### src/rtl/z80_block_xfer_seq.sv
// z80_block_xfer_seq: Z80 LDI/LDD/LDIR/LDDR block-transfer sequencer.
// Moves one byte per iteration from (HL) to (DE) over split read/write
// req/ack buses, then steps BC/DE/HL and the flags.
// Optional feature macro: Z80_BLOCK_XFER_INT_EN (interrupt break-out of
// repeating transfers, exiting with ip_advance=0 so the opcode refetches).
module z80_block_xfer_seq (
  input  logic        clk,
  input  logic        reset_n,
  input  logic        start,
  input  logic [1:0]  op,
  input  logic [15:0] bc_in,
  input  logic [15:0] de_in,
  input  logic [15:0] hl_in,
  input  logic [7:0]  f_in,
  output logic        mem_rd_req,
  output logic [15:0] mem_rd_addr,
  input  logic        mem_rd_ack,
  input  logic [7:0]  mem_rdata,
  output logic        mem_wr_req,
  output logic [15:0] mem_wr_addr,
  output logic [7:0]  mem_wr_data,
  input  logic        mem_wr_ack,
  input  logic        int_pending,
  output logic [15:0] bc_out,
  output logic [15:0] de_out,
  output logic [15:0] hl_out,
  output logic [7:0]  f_out,
  output logic        busy,
  output logic        done,
  output logic        ip_advance
);

  typedef enum logic [2:0] {
    S_IDLE,
    S_READ,
    S_WRITE,
    S_UPDATE,
    S_DONE
  } state_t;

  state_t      r_state;
  state_t      w_next;

  logic [15:0] r_bc;
  logic [15:0] r_de;
  logic [15:0] r_hl;
  logic [7:0]  r_f;
  logic [1:0]  r_op;
  logic [7:0]  r_data;
  logic        r_ipadv;

  logic [15:0] w_bc_dec;
  logic [15:0] w_de_step;
  logic [15:0] w_hl_step;
  logic        w_bc_nz;
  logic        w_int_break;

  // Register steps: BC always counts down, DE/HL follow the direction bit.
  assign w_bc_dec  = r_bc - 16'd1;
  assign w_bc_nz   = (w_bc_dec != '0);
  assign w_de_step = r_op[0] ? (r_de - 16'd1) : (r_de + 16'd1);
  assign w_hl_step = r_op[0] ? (r_hl - 16'd1) : (r_hl + 16'd1);

`ifdef Z80_BLOCK_XFER_INT_EN
  assign w_int_break = int_pending;
`else
  logic w_unused_int;
  assign w_int_break  = 1'b0;
  assign w_unused_int = int_pending;
`endif

  // Working registers drive the outputs continuously.
  assign bc_out      = r_bc;
  assign de_out      = r_de;
  assign hl_out      = r_hl;
  assign f_out       = r_f;
  assign mem_rd_addr = r_hl;
  assign mem_wr_addr = r_de;
  assign mem_wr_data = r_data;
  assign ip_advance  = done & r_ipadv;

  // State register.
  always_ff @(posedge clk or negedge reset_n) begin
    if (!reset_n) r_state <= S_IDLE;
    else          r_state <= w_next;
  end

  // Next-state and bus/status outputs.
  always_comb begin
    w_next     = r_state;
    mem_rd_req = 1'b0;
    mem_wr_req = 1'b0;
    busy       = 1'b1;
    done       = 1'b0;
    case (r_state)
      S_IDLE: begin
        busy = 1'b0;
        if (start) w_next = S_READ;
      end
      S_READ: begin
        mem_rd_req = 1'b1;
        if (mem_rd_ack) w_next = S_WRITE;
      end
      S_WRITE: begin
        mem_wr_req = 1'b1;
        if (mem_wr_ack) w_next = S_UPDATE;
      end
      S_UPDATE: begin
        if (r_op[1] && w_bc_nz && !w_int_break) w_next = S_READ;
        else                                    w_next = S_DONE;
      end
      S_DONE: begin
        done   = 1'b1;
        w_next = S_IDLE;
      end
      default: w_next = S_IDLE;
    endcase
  end

  // Datapath: capture on start, latch read byte, step registers and flags.
  always_ff @(posedge clk or negedge reset_n) begin
    if (!reset_n) begin
      r_bc    <= '0;
      r_de    <= '0;
      r_hl    <= '0;
      r_f     <= '0;
      r_op    <= '0;
      r_data  <= '0;
      r_ipadv <= 1'b0;
    end else begin
      case (r_state)
        S_IDLE: begin
          if (start) begin
            r_bc <= bc_in;
            r_de <= de_in;
            r_hl <= hl_in;
            r_f  <= f_in;
            r_op <= op;
          end
        end
        S_READ: begin
          if (mem_rd_ack) r_data <= mem_rdata;
        end
        S_UPDATE: begin
          r_bc    <= w_bc_dec;
          r_de    <= w_de_step;
          r_hl    <= w_hl_step;
          // H and N cleared, PV reports BC!=0, other flags pass through.
          r_f     <= {r_f[7:5], 1'b0, r_f[3], w_bc_nz, 1'b0, r_f[0]};
          // Only an interrupt break-out leaves the opcode to be refetched.
          r_ipadv <= !(r_op[1] && w_bc_nz && w_int_break);
        end
        default: ;
      endcase
    end
  end

endmodule

### config.mk
export PLATFORM = sky130hd
export DESIGN_NAME = z80_block_xfer_seq
export DESIGN_NICKNAME = d
export VERILOG_FILES = /design/src/rtl/z80_block_xfer_seq.sv
export SDC_FILE = /design/constraint.sdc
export NUM_CORES = 1
export LEC_CHECK = 0
export CORE_UTILIZATION = 35
export DETAILED_ROUTE_END_ITERATION = 7
export PLACE_DENSITY_LB_ADDON = 0.1
export SYNTH_ARGS = -nofsm -noshare
export SYNTH_HDL_FRONTEND = slang
export SYNTH_SLANG_ARGS = --single-unit
### constraint.sdc
create_clock -name clk -period 3.5 [get_ports clk]
set_input_delay 0.7 -clock clk [delete_from_list [all_inputs] [get_ports clk]]
set_output_delay 0.7 -clock clk [all_outputs]
set_load 0.01 [all_outputs]
### Word level (Yosys, flattened, before mapping)

Index checks and enable logic that the tools add are counted.

| word-level totals | value |
|---|---|
| register bits | 70 |
| bits of input ports | 72 |
| output and inout port bits | 101 |

| operators by class | value |
|---|---|
| mux-type cells | 19 |
| eq/ne operators | 7 |
| reduce and logical (&&, ||, !) cells | 9 |
| bitwise logic cells | 2 |
| add/sub/neg operators | 5 |

Operator list:

| kind | number |
|---|---|
| $pmux 16 s2 | 3 |
| $mux 16 | 5 |
| $sub 16x1->16 const B | 3 |
| $add 16x1->16 const B | 2 |
| $pmux 8 s2 | 1 |
| $reduce_bool 16->1 | 1 |
| $mux 3 | 4 |
| $pmux 3 s4 | 1 |
| $mux 8 | 1 |
| $eq 3x2->1 const B | 2 |
| $ne 2x2->1 const B | 3 |
| $reduce_and 2->1 | 3 |
| $reduce_and 3->1 | 2 |
| $mux 1 | 4 |
| $eq 3x1->1 const B | 1 |
| $eq 3x3->1 const B | 1 |
| $logic_not 3->1 | 1 |
| $reduce_bool 2->1 | 1 |
| $and 1x1->1 | 1 |
| $logic_and 1x1->1 | 1 |
| $not 1->1 | 1 |

### Depth between registers and ports, before layout

| depth | value |
|---|---|
| depth in word-level cells | 5 |
| mapped depth | 10 |
| depth with buffers taken out | 9 |

### Least setup slack after synthesis

OpenSTA, ideal clock, no wires.

| timing | value |
|---|---|
| kind | register to register |
| start | register r_op[0] |
| end | register r_hl[15] (netlist: hl_out[15]) |
| stages on the path, launching flop included | 9 |
| arrival time | 2726 ps |
| required time | 3374 ps |
| setup slack | 648 ps |
| cell sequence | dfrtp_1 ha_1 a211oi_1 o21ai_1 a311oi_2 o211a_1 o21ai_0 a31o_1 a221o_1 |

| between the ends | value |
|---|---|
| cells in the longest elaborated chain, start to end | 2 |

Ends and longest elaborated chain:

| item | RTL line | source |
|---|---|---|
| from (decl) | 48 | `logic [1:0] r_op;` |
| from (signal assigned) | 138 | `r_op <= op;` |
| $mux 16 | 62 | `assign w_hl_step = r_op[0] ? (r_hl - 16'd1) : (r_hl + 16'd1);` |
| $pmux 16 s2 | 131 | `case (r_state)` |
| to (signal assigned) | 136 | `r_hl <= hl_in;` |
| to (signal assigned) | 147 | `r_hl <= w_hl_step;` |
| to (decl) | 46 | `logic [15:0] r_hl;` |

No other way between the ends.
A chain may end at the register's enable or synchronous reset.

### Final worst setup path

| timing | value |
|---|---|
| start | register r_op[0] |
| end | register r_de[15] (netlist: de_out[15]) |

| between the ends | value |
|---|---|
| cells in the longest elaborated chain, start to end | 2 |

Ends and longest elaborated chain:

| item | RTL line | source |
|---|---|---|
| $mux 16 | 61 | `assign w_de_step = r_op[0] ? (r_de - 16'd1) : (r_de + 16'd1);` |
| $pmux 16 s2 | 131 |  |
| to (signal assigned) | 135 | `r_de <= de_in;` |
| to (signal assigned) | 146 | `r_de <= w_de_step;` |
| to (decl) | 45 | `logic [15:0] r_de;` |

No other way between the ends.

==> run summary <==
Status = finished, final reports clean
Sequential power share = 0.223
Capturing point of the worst reg2reg path = de_out[15]
Core ar. = 13,900 sq um
Via count = 4,703
Share of the yosys chip area belonging to registers = 0.350
RSZ-0062 raised after global routing = no
Post-synth EDFFs = 0
Final Power = 0.00776 W
Io pins = 173
Sw power = 0.00343 W
CTS Hold Bufs = 0
Largest net degree at the start of global routing = 71
Yosys Warn Count = 0
# placed instances = 884
Reg-to-reg critical path startpoint = r_op[0]
Fmax = 0.334 GHz
Actual slew at the worst max-slew pin = 956 ps
Clk_skew = 5.43 ps
Layout cells sized above 1 = 0.0694
Tcrit/Tclk final = 0.854
Cell count after synthesis = 583
Area share of the largest cell type after synthesis = 0.350
Mux share of post-synthesis cell area = 0.0300
Die area = 14,800 sq um
Startpoint types = register
Root buf cell = clkbuf_16
WL/cell = 16.0 um
Die W = 122 um
Hold Worst Slack = 466 ps
Worst slew margin = 0.362
Post-DRT Antenna Nets = 0
Post-CTS sizing = 0
PwrDens = 1120 nW/um^2
# diodes = 0
Internal power = 0.00433 W
Largest family of logic cells by synthesized area = simple AND/OR/NAND/NOR gates
CTS buffer count = 9
Vias in the first global route = 4,601
I/O Buffers = 171
Logic gate share of total power = 0.657
Area delta synth->final = 38.1%
CP max FO = 14
CTS tree = built
Nets = 819
Required @ worst endpoint = 3760 ps
Yosys reg bits = 70
Top cells by area, synth = dfrtp_1 (35%), ha_1 (7.5%), nand2_1 (7.2%)
CP arrival = 3250 ps
Leak = 2.94 nW
Initial antenna violation count = 0
Post-Synth Adder-Cell Area = 0.0829
Synth Area in Simple Gates = 0.206
Via density = 5.23
Mapped cell area = 5010 sq um
Worst hold start = r_ipadv
Max clock buf depth = 2
Final wirelength = 14,400 um
1st-iter DRT viols = 165
DR DRC count = 0
Latest clock arrival within the worst-skew pair = 340 ps
Top FF cell, synth = dfrtp_1
Hold EP = r_ipadv
Final min period = 2990 ps
CTS sink cnt = 70
Die H = 122 um
Switch share = 0.442
GRT overflow = 0
Hold violation count in the final report = 0
Count of TritonRoute iterations in the first routing pass = 6
Maxcap violations = 0
XOR/XNOR share of the synthesized area = 0.0402
Synth area leader = dfrtp_1
Overall Global Routing Usage = 0.199
Max IR drop VDD = 328 uV
Crit path kind = register to register
Final setup violation count = 0
First-pass GRT wire length = 23,000 um
Syn Nets = 687
H-Tree Depth = 3
Gpl congestion = 0.851
Clock power frac = 0.120
Cells on Worst Hold Path = 1
Type of element capturing the critical path = register
Final Cell Area = 6920 sq um
Initial Utilization = 0.360
Register-to-Register Path Depth = 9
Compound-gate portion of the synthesized area = 0.204
Mapped Avg Cell Area = 8.59 sq um
Post-synthesis cell type count = 67
Final Max Slew Viols = 0
Clock transition at path regs = 60 ps
DP Area = 6630 sq um
Placement Rows = 43
Finished Layout Cells = 900
Ys async rst share = 1.00
Dpl hpwl = 10,000 um
TNS Setup = 0 ps
Internal reg-to-reg setup slack = 510 ps
Hold Crit Class = register to register
Postcts setup bufs = 0
==> critical path, cell delays in order (launching register included) <==
cell and delay [ps]:
dfrtp_1 710, buf_4 300, ha_1 260, a211oi_1 380
o211ai_1 180, and3_1 210, a21oi_1 280, a21boi_0 210
mux2i_1 170, nor3_1 200
==> registers in the layout, indices dropped and copies added, names as in the netlist <==
name,flops
bc_out,16
de_out,16
hl_out,16
f_out,8
mem_wr_data,8
r_state,3
r_op,2
r_ipadv,1
==> cells in the mapped netlist (5+ instances only) <==
cell type / count
a221o_1: 8
nor3_1: 17
mux2_2: 8
nand2_1: 96
clkbuf_1: 17
nand3_1: 10
xor2_1: 10
a31oi_1: 10
a211oi_1: 17
or3_1: 6
a22oi_1: 5
xnor2_1: 13
o22ai_1: 5
o21ai_0: 37
dfrtp_1: 70
and3_1: 8
nand2b_1: 6
ha_1: 30
buf_4: 32
inv_1: 16
mux2i_1: 6
o21a_1: 6
nor2_1: 50
a21oi_1: 23
a21o_1: 9
==> power groups by stage <==
stage,Sequential [W],Clock (W),Combinational [W]
global route,0.00181,0.000977,0.00564
floorplan,0.00176,0,0.00338
finish,0.00173,0.000931,0.00510
detailed placement,0.00175,0,0.00511
global placement,0.00172,0,0.00501
CTS,0.00174,0.000950,0.00513
==> layer usage <==
| layer | track usage | wire length [um] |
|---|---|---|
| met1 | 0.246 | 6500 |
| met2 | 0.343 | 7000 |
| met3 | 0.0389 | 655 |
| met4 | 0.0687 | 214 |
| met5 | 0 | 0 |
==> logic make-up after synthesis <==
family / count (synthesis)
simple gates: 222
compound gates: 149
buf+inv: 73
flops: 70
fa+ha+maj: 32
xor+xnor: 23
mux: 14
==> final cells by class <==
cell class,count,area [sq um]
tap,180,225
multi-input combinational,440,2830
clock inverter,6,62.6
sequential,70,1750
inverter,16,60.1
timing repair buffer,178,1760
fill,1311,7020
clock buffer,10,229
==> cells in the final DEF, fill, tap and decap left out, types with 3 or more instances in the layout <==
cell type        instances
a22oi_1                  5
clkinvlp_4               3
nand3b_1                 3
and3_1                   8
o211ai_1                 4
nor2b_1                  3
a211oi_1                17
a21o_1                   9
buf_4                    8
a221o_1                  8
mux2_2                   8
o21a_1                   6
a31oi_1                 10
nor2_1                  49
or2_2                    3
xor2_1                  10
clkdlybuf4s50_1        170
nor2_2                   3
xnor2_1                 13
or3_1                    6
inv_1                   16
ha_1                    30
dfrtp_1                 70
mux2i_1                  6
nor3_1                  17
nand3_1                 10
clkbuf_16                9
a21oi_1                 23
o21ai_0                 37
nor3b_1                  3
nand2_1                 96
nand2b_1                 6
o22ai_1                  5
==> per-stage QoR <==
stage | utilization | setup WS (ps)
after detailed placement | 0.476 | 541
after global routing | 0.497 | 279
after CTS | 0.497 | 516
after floorplan | - | 648
after global placement | 0.476 | 672
final | 0.497 | 510
==> worst max-delay path by stage <==
stage                       start  slack (ps)          to  cells past startpoint
after floorplan           r_op[0]         650  hl_out[15]                      8
after global placement    r_op[0]         670  de_out[15]                      9
after detailed placement  r_op[0]         540  de_out[15]                      9
after CTS                 r_op[0]         520  de_out[15]                      9
after global routing      r_op[0]         280  de_out[15]                      9
final                     r_op[0]         510  de_out[15]                      9
Note: power is estimated with default switching activity, not from simulation.
